File: src/rtl/debounce_pkg.sv
// debounce_pkg: shared constants for the pushbutton/switch debouncer.
// Holds the default stability length, the counter-width helper and the
// channel indices used when mapping ui_in onto debouncer channels.
package debounce_pkg;

  // Default number of consecutive qualifying samples before a flip.
  localparam int STABLE_CYCLES_DEF = 4;

  // Channel positions within the ui_in-driven input vector.
  localparam int CH_A = 0;
  localparam int CH_B = 1;

  // Width needed to hold counts 0..stable (counter never exceeds stable-1).
  function automatic int cnt_width(input int stable);
    return $clog2(stable + 1);
  endfunction

endpackage

File: src/rtl/debounce_channel.sv
// debounce_channel: one-bit debouncer.
// Two-flop synchroniser, stability counter and debounced level register.
// Optional macro DEBOUNCE_EDGE_EN builds registered rise/fall pulses;
// without it the rise/fall outputs are tied to 0.
module debounce_channel
  import debounce_pkg::*;
#(
  parameter int STABLE_CYCLES = STABLE_CYCLES_DEF
) (
  input  logic clk,
  input  logic rst,
  input  logic sample_en,
  input  logic din,
  output logic dout,
  output logic rise,
  output logic fall
);

  localparam int CNT_W = cnt_width(STABLE_CYCLES);
  localparam logic [CNT_W-1:0] CNT_LAST = CNT_W'(STABLE_CYCLES - 1);

  logic             s1_q;
  logic             s2_q;
  logic             dout_q;
  logic             dout_d;
  logic [CNT_W-1:0] cnt_q;
  logic [CNT_W-1:0] cnt_d;

  // Next-state: agreement clears the count; disagreement counts qualifying
  // samples and flips the level on the last one.
  always_comb begin
    cnt_d  = cnt_q;
    dout_d = dout_q;
    if (s2_q == dout_q) begin
      cnt_d = '0;
    end else if (sample_en) begin
      if (cnt_q == CNT_LAST) begin
        dout_d = s2_q;
        cnt_d  = '0;
      end else begin
        cnt_d = cnt_q + CNT_W'(1);
      end
    end
  end

  // Synchroniser, counter and level registers.
  always_ff @(posedge clk) begin
    if (rst) begin
      s1_q   <= 1'b0;
      s2_q   <= 1'b0;
      cnt_q  <= '0;
      dout_q <= 1'b0;
    end else begin
      s1_q   <= din;
      s2_q   <= s1_q;
      cnt_q  <= cnt_d;
      dout_q <= dout_d;
    end
  end

  assign dout = dout_q;

`ifdef DEBOUNCE_EDGE_EN
  logic rise_q;
  logic fall_q;

  // Edge pulses appear in the same cycle the level register takes its new value.
  always_ff @(posedge clk) begin
    if (rst) begin
      rise_q <= 1'b0;
      fall_q <= 1'b0;
    end else begin
      rise_q <= dout_d & ~dout_q;
      fall_q <= ~dout_d & dout_q;
    end
  end

  assign rise = rise_q;
  assign fall = fall_q;
`else
  assign rise = 1'b0;
  assign fall = 1'b0;
`endif

endmodule

File: src/rtl/input_debouncer.sv
// input_debouncer: N_CH independent debounce channels sharing one
// sample_en prescaler tick. Edge pulses depend on macro DEBOUNCE_EDGE_EN
// (undefined: rise/fall outputs are constant 0).
module input_debouncer
  import debounce_pkg::*;
#(
  parameter int N_CH          = 2,
  parameter int STABLE_CYCLES = STABLE_CYCLES_DEF
) (
  input  logic            clk,
  input  logic            rst,
  input  logic            sample_en,
  input  logic [N_CH-1:0] din,
  output logic [N_CH-1:0] dout,
  output logic [N_CH-1:0] rise,
  output logic [N_CH-1:0] fall
);

  // One channel per input bit; all share the same sample qualifier.
  for (genvar gi = 0; gi < N_CH; gi++) begin : g_ch
    debounce_channel #(
      .STABLE_CYCLES(STABLE_CYCLES)
    ) u_chan (
      .clk      (clk),
      .rst      (rst),
      .sample_en(sample_en),
      .din      (din[gi]),
      .dout     (dout[gi]),
      .rise     (rise[gi]),
      .fall     (fall[gi])
    );
  end

endmodule

File: config.mk
export PLATFORM = sky130hd
export DESIGN_NAME = input_debouncer
export DESIGN_NICKNAME = d
export VERILOG_FILES = /design/src/rtl/debounce_pkg.sv /design/src/rtl/debounce_channel.sv /design/src/rtl/input_debouncer.sv
export SDC_FILE = /design/constraint.sdc
export NUM_CORES = 1
export LEC_CHECK = 0
export CORE_AREA = 3 3 40 42
export CTS_CLUSTER_DIAMETER = 50
export DETAILED_ROUTE_END_ITERATION = 7
export DIE_AREA = 0 0 43 45
export PLACE_DENSITY = 0.69
export SLEW_MARGIN = 40
export SYNTH_ARGS = -nofsm -noshare
export SYNTH_HDL_FRONTEND = slang
export SYNTH_SLANG_ARGS = --single-unit
File: constraint.sdc
create_clock -name clk -period 1.17 [get_ports clk]
set_clock_uncertainty 0.2 [all_clocks]
set_input_delay 0.117 -clock clk [delete_from_list [all_inputs] [get_ports clk]]
set_output_delay 0.117 -clock clk [all_outputs]
set_load 0.005 [all_outputs]
* After elaboration in Yosys (flattened, before gate mapping) *
Index checks and enable logic that the tools add are counted.

word-level totals
  register bits = 12
  input bits = 5
  output and inout bits = 6
  word-level logic and storage cells = 22

operators by class
  $add $sub $neg = 2
  equality and inequality tests = 4
  multiplexer cells = 2
  bitwise logic cells = 2
  reduce and logical (&&, ||, !) cells = 4

operator list
  cell                                                 count
  adder 3 x 1 -> 3 bit, second input constant          2
  equality test 3 x 2 -> 1 bit, second input constant  2
  two-way mux 3 bit                                    2
  AND reduction 3 bit                                  2
  OR reduction 2 bit                                   2
  equality test 1 bit                                  2
  inverter 1 bit                                       2

* Longest topological paths before layout *
Gate-level depths: netlist of run 1.

  depth after elaboration = 3
  mapped depth = 4
  mapped depth without buffers = 4

* By module *
A second synthesis of run 1 with hierarchy kept.

second synthesis, totals
  cell total of the unflattened synthesis = 54
  area total of the unflattened synthesis = 500.5 µm²

modules (own cells, without submodules)
  module            times used  cells each  area an instance (µm²)  sequential area each (µm²)
  debounce_channel  2           27          250.2                   120.1

* Worst setup path before layout of run 1 *
Ideal clock, no wire load.

  path kind = reg-to-reg
  from = register g_ch[0].u_chan.cnt_q[0]
  to = register g_ch[0].u_chan.cnt_q[0]
  library setup time = 0.066 ns
  data arrival time = 0.919 ns
  data required time = 0.904 ns
  path slack = -0.015 ns
  cell stages (with the launch flop) = 4
  path buffers = 0
  period minus slack after synthesis = 1.185 ns
  path through = dfxtp_1 ha_1 a211o_1 a21oi_2

on the way
  cells in the longest elaborated chain, start to end = 2
  elaborated cells on any way between the ends = 3
  classes of those cells = add/sub: 1; eq/ne: 1; mux: 1

RTL lines
  item                                                                         line                                            source
  from (decl)                                                                  debounce_channel.sv:26                          logic [CNT_W-1:0] cnt_q;
  from (signal assigned)                                                       debounce_channel.sv:56                          cnt_q <= cnt_d;
  adder 3 x 1 -> 3 bit / equality test 3 x 2 -> 1 bit (equally long branches)  debounce_channel.sv:41, debounce_channel.sv:37
  two-way mux 3 bit *                                                          debounce_channel.sv:37                          if (cnt_q == CNT_LAST) begin

Mark *: on every way between the ends. The rest lies on a longest branch, timed or not.
A chain may end at the register's enable or synchronous reset.

* Final worst setup path of run 1 *
  from = register g_ch[0].u_chan.cnt_q[1]
  to = register g_ch[0].u_chan.cnt_q[0]

on the way
  cells in the longest elaborated chain, start to end = 2

RTL lines
  item                          line
  equality test 3 x 2 -> 1 bit  debounce_channel.sv:37
  two-way mux 3 bit             debounce_channel.sv:37

No other way between the ends.

==> impl_results.md, run 1 <==
- Vias in the first global route: 326
- Final setup viols: 0
- Vias/cell: 4.530
- Net load switching power: 0.1583 mW
- Setup crit end kind: register
- Register area: 247.7 um^2
- Initial core utilization: 41.19%
- Largest net degree at the start of global routing: 8
- CP cell instances: ha_4 -> a211o_1 -> a21oi_2
- Setup tns final: 0 ps
- Antenna cells: 0
- WP data required: 1170 ps
- CTS tree: yes
- Routability-driven placement congestion ratio: 0.6988
- Cell Area, Placed: 618.1 um^2
- Setup ws final: 38.52 ps
- Post-layout util: 54.92%
- Flops & latches, synth: 12
- Layout cell share with drive strength beyond 1: 39.71%
- Pwr dens: 1134 nW/um^2
- Sequential share of power: 52.5%
- Tot Pwr: 0.8005 mW
- # IOs: 11
- Reg2reg path depth: 3
- Max cap viols: 0
- RSZ-0062 raised after global routing: yes
- Switching share of power: 19.77%
- Max Slew Vio Count: 0
- Comb pwr share: 7.6%
- Post-synthesis compound-gate area fraction: 9.929%
- Gate Count Post-Synth: 54
- Slowest cell delay on critical path: 340 ps
- Pint: 0.6422 mW
- CTS sink count: 12
- Initial antenna violation count: 0
- DP HPWL: 563.5 um
- Crit share post-route: 96.71%
- Worst path slowest cell: dfxtp_2
- Synth Cell Area: 529.3 um^2
- Post-place setup slack: -222.0 ps
- GRT Overall Usage: 10.13%
- Clock transition at path regs: 70 ps
- Post-synth top area share: 45.39%
- Number of routed nets with antenna violations: 0
- Commonest cells in the synthesized netlist: dfxtp_1 (12), buf_4 (6), nor2b_1 (5)
- Final cell count without fillers: 83
- DRC: 0
- Hold_ws: 193.5 ps
- Port-buffer cells: 6
- Worst vdd ir: 0.6719 mV
- Multi-input logic area: 276.5 um^2
- Worst Path Arrival: 1130 ps
- Ys flop type: dfxtp_1
- Setup slack, reg-to-reg: 40 ps
- Total wire length: 774 um
- Post-Synth Adder-Cell Area: 4.728%
- Core area: 1285 um^2
- Max Fclk: 0.8838 GHz
- DR WL/cell: 9.325 um
- Longest Clk Path Bufs: 2
- EDFF count, synth: 0
- Num CTS Buffers: 3
- Congestion Overflow GR: 0
- Crit Path Category: reg2reg
- Hold_buf cts: 0
- Yosys warns: 0
- Syn avg cell area: 9.801 um^2
- H-tree lvl count: 1
- Worst setup SP type: register
- DRT Pass-1 Iters: 4
- Final net count: 76
- Min-Delay Path Class: in2reg
- Endpoints failing hold: 0
- Most frequent cell after synthesis: dfxtp_1
- Leak: 0.2954 nW
- Hold Startpoint: din[1]
- Final Cell Area: 705.7 um^2
- CTS root buf: clkbuf_4
- DIE AREA: 1935 um^2
- Post-Synth XOR/XNOR Area: 3.310%
- Layout area overhead: 33.33%
- Cell taking the most area after synthesis: dfxtp_1
- Worst-path fanout max: 3
- Clk pwr share: 39.8%
- Worst Hold End: g_ch[1].u_chan.s1_q$_SDFF_PP0_
- Worst Hold Path Cells: 2
- Worst Setup SP: g_ch[0].u_chan.cnt_q[1]$_SDFFE_PP0P_
- Largest family of logic cells by synthesized area: simple AND/OR/NAND/NOR gates
- End of the worst register-to-register path: g_ch[0].u_chan.cnt_q[0]$_SDFFE_PP0P_
- Fin crit period: 1131 ps
- Asr flop ratio synth: 0%
- Post-Synth Simple-Gate Area: 20.09%
- Worst R2R Start: g_ch[0].u_chan.cnt_q[1]$_SDFFE_PP0P_
- Die height: 45 um
- Post-synthesis sequential area ratio: 45.39%
- Row count: 13
- Post-synth cell types: 26
- Fillers: 121
- Status: finished, final reports clean
- Die X: 43 um
- Initial DRC count: 10
- Largest cells by area after synthesis: dfxtp_1 (45%), buf_4 (8.5%), nor2b_1 (5.9%)
- First-pass GRT wire length: 1373 um
- Worst skew pair latency: 270 ps
- Mux cell area share after synthesis: 3.783%
- Inst Count DP: 78
- Vias: 376
logic make-up (layout without fill, tap and decap cells):
group,Yosys count,after routing
xor gates and xnor gates,2,2
DFF,12,12
muxes,2,2
buffers and inverters,9,20
AOI/OAI and AO/OA,7,7
other,1,4
and+or+nand+nor,19,19
adders and majority gates,2,2
power by group through the flow:
stage	Sequential (mW)	Clock, mW	Combinational [mW]
floorplan	0.428	0	0.0370
global placement	0.428	0	0.0566
detailed placement	0.428	0	0.0568
CTS	0.419	0.329	0.0578
global route	0.421	0.358	0.0673
finish	0.421	0.319	0.0612
worst max path at each step:
stage          cells past startpoint  slack, ps                                   end
2_1_floorplan                      3         20  g_ch[0].u_chan.cnt_q[0]$_SDFFE_PP0P_
6_report                           3         40  g_ch[0].u_chan.cnt_q[0]$_SDFFE_PP0P_
3_5_place_dp                       5       -220  g_ch[1].u_chan.cnt_q[0]$_SDFFE_PP0P_
3_3_place_gp                       5       -250  g_ch[1].u_chan.cnt_q[0]$_SDFFE_PP0P_
5_1_grt                            4        -10      g_ch[1].u_chan.dout$_SDFFE_PP0P_
4_1_cts                            4          6      g_ch[0].u_chan.dout$_SDFFE_PP0P_
critical path: cells and delay by family (launching register included):
kind                       cells  cell delay (ps)
adders and majority gates      1              160
DFF                            1              340
AOI/OAI and AO/OA              2              370
state kept, by name, summed over array words and instances, names as in the netlist:
signal / flops
g_ch.u_chan.cnt_q: 6
g_ch.u_chan.dout: 2
g_ch.u_chan.s1_q: 2
g_ch.u_chan.s2_q: 2
cells in the final DEF, fill, tap and decap left out, types with 3 or more instances in the layout:
master           instances
clkbuf_4                 3
conb_1                   4
nor2b_1                  5
dfxtp_2                  6
dfxtp_1                  6
clkdlybuf4s50_1          4
nand2_1                  3
buf_4                    7
per-layer routing:
metal	routed length, um	global-route usage [%]	share of wire [%]	vias to the layer above
met5	0	0	0	-
met4	26	9.036	3.4	0
met3	46	3.586	5.9	5
met2	344	14.07	44	11
met1	357	12.25	46	162
li1	-	-	-	198
timing repair:
item | CTS | global route
resized for setup | 8 | 12
buffers inserted | 1 | 0
endpoints found under the setup margin | 4 | 8
pin swaps | 1 | 3
final cells by class:
cell class              count  share of cell area [%]
multi-input cells          36                   39.18
flip-flops and latches     12                   35.11
repair buffers             14                   16.84
well taps                  15                   2.660
inverters                   2                   1.064
clock buffers               4                   5.142
(Power assumes the default switching activity.)
==> inputs of run 2 (changes only) <==
- PLACE_DENSITY: 0.69 -> 0.67
- SYNTH_HIERARCHICAL: default -> 1
==> run 2 against run 1 <==
Compared with the run above:
- fmax is 0.85% higher
- sequential power is essentially flat
- global-route usage decreased by 1.5 points
==> impl_results.md, run 2 <==
- Status: finished, final reports clean
- Worst vdd ir: 0.5765 mV
- Post-place setup slack: -274.6 ps
- Most frequent cell after synthesis: dfxtp_1
- Worst path slowest cell: dfxtp_1
- Antenna cells: 0
- Die height: 45 um
- Congestion Overflow GR: 0
- Clock transition at path regs: 70 ps
- Asr flop ratio synth: 0%
- Worst Setup SP: g_ch[0].u_chan/cnt_q[1]$_SDFFE_PP0P_
- Worst skew pair latency: 260 ps
- Port-buffer cells: 6
- Largest cells by area after synthesis: dfxtp_1 (48%), nor2b_1 (10%), buf_4 (6.0%)
- Crit Path Category: reg2reg
- Post-synthesis sequential area ratio: 48.00%
- Fillers: 118
- DP HPWL: 523.7 um
- Initial antenna violation count: 0
- Total wire length: 745 um
- Max Slew Vio Count: 0
- CTS sink count: 12
- Core area: 1285 um^2
- Vias in the first global route: 286
- Vias: 374
- Syn avg cell area: 9.268 um^2
- Final net count: 74
- Routability-driven placement congestion ratio: 0.6821
- Inst Count DP: 76
- DR WL/cell: 9.313 um
- Post-layout util: 49.27%
- Hold_ws: 128.0 ps
- Hold Startpoint: sample_en
- Row count: 13
- Worst-path fanout max: 3
- Worst setup SP type: register
- Initial core utilization: 38.95%
- Max cap viols: 0
- H-tree lvl count: 1
- Final cell count without fillers: 80
- Vias/cell: 4.675
- Final Cell Area: 633.1 um^2
- DIE AREA: 1935 um^2
- Biggest register: g_ch.u_chan/cnt_q
- Synth Cell Area: 500.5 um^2
- Final setup viols: 0
- Hold_buf cts: 0
- Ys flop type: dfxtp_1
- CP cell instances: ha_2 -> nand2_1 -> o21ai_1 -> a21oi_1
- Largest net degree at the start of global routing: 11
- Setup ws final: 48.07 ps
- Post-synth top area share: 48.00%
- RSZ-0062 raised after global routing: no
- GRT Overall Usage: 8.619%
- Buf/Inv on CP: 0
- Initial DRC count: 7
- Post-synth cell types: 13
- Worst Path Arrival: 1080 ps
- Min-Delay Path Class: in2reg
- Number of routed nets with antenna violations: 0
- DRC: 0
- Pwr dens: 1118 nW/um^2
- Layout area overhead: 26.50%
- Commonest non-fill, non-tap cell in the layout: nor2b_1
- CTS root buf: clkbuf_4
- Longest Clk Path Bufs: 2
- Leak: 0.2619 nW
- CTS tree: yes
- Num CTS Buffers: 3
- Most frequent cells in the layout: nor2b_1 (8), dfxtp_1 (7), nor2_1 (6)
- Setup tns final: 0 ps
- Flops & latches, synth: 12
- Fin crit period: 1122 ps
- Tot Pwr: 0.7080 mW
- EDFF count, synth: 0
- # IOs: 11
- DRT Pass-1 Iters: 4
- Yosys warns: 6
- Gate Count Post-Synth: 54
- WP data required: 1120 ps
- Slowest cell delay on critical path: 340 ps
- Cell Area, Placed: 579.3 um^2
- Worst R2R Start: g_ch[0].u_chan/cnt_q[1]$_SDFFE_PP0P_
- Endpoints failing hold: 0
- Cell taking the most area after synthesis: dfxtp_1
- Max Fclk: 0.8913 GHz
- Layout cell share with drive strength beyond 1: 21.54%
- Setup crit end kind: register
- Crit share post-route: 95.89%
- Critical path's top delay family: flip-flops
- Commonest cells in the synthesized netlist: dfxtp_1 (12), nor2b_1 (8), nor2_1 (6)
- Max FFs per register: 6
- First-pass GRT wire length: 1124 um
- Die X: 43 um
-- run 2: changes by cell type after synthesis, moves of 2 or more --
cell,before,now
nor2b_1,5,8
nor2_1,3,6
buf_4,6,4
o21ai_1,0,2
a21oi_1,2,4
nand2b_1,2,4
-- run 2: cell type report --
| cell class | count | area [um^2] | area share (%) |
|---|---|---|---|
| clock buffers | 3 | 22.52 | 3.557 |
| multi-input cells | 40 | 252.7 | 39.92 |
| flip-flops and latches | 12 | 246.5 | 38.93 |
| well taps | 15 | 18.77 | 2.964 |
| repair buffers | 10 | 92.59 | 14.62 |
-- run 2: metal layers --
metal	track usage, %	routed length, um	vias to the layer above
met5	0	0	-
met1	9.535	376	170
li1	-	-	191
met4	10.84	14	0
met2	11.08	311	11
met3	3.586	43	2
-- run 2: worst reg2reg max path: cells and delay by family (launching register included) --
kind	cells	cell delay, ps
adder cells (fa/ha/maj)	1	190
AND/OR/NAND/NOR	1	70
AO/OA/AOI/OAI	2	210
flip-flops	1	340
-- run 2: path summary, 6_finish.rpt --
check	to	slack [ps]	cells past startpoint
setup / recovery	g_ch[0].u_chan/dout$_SDFFE_PP0P_	50	4
setup reg to reg	g_ch[0].u_chan/dout$_SDFFE_PP0P_	50	4
hold / removal	g_ch[0].u_chan/dout$_SDFFE_PP0P_	130	3
hold reg to reg	g_ch[0].u_chan/s2_q$_SDFF_PP0_	240	1
-- run 2: logic make-up (layout without fill, tap and decap cells) --
kind of cell	Yosys count	after routing	synth area share, %
and+or+nand+nor	24	24	26.00
DFF	12	12	48.00
AOI/OAI and AO/OA	6	6	6.000
buffers and inverters	4	13	6.000
adders and majority gates	2	2	4.999
other	2	4	1.501
xor gates and xnor gates	2	2	3.501
muxes	2	2	4.000
-- run 2: timing repair --
action                                  4_1_cts  5_1_grt
resized for setup                             3       10
buffers inserted                              1        0
endpoints found under the setup margin        2        6
pin swaps                                     0        2
-- run 2: where the power goes --
part	switching, mW	leakage, nW	internal [mW]
logic	0.0192	0.148	0.0271
clock network	0.123	0.0138	0.119
registers	0.00369	0.100	0.416
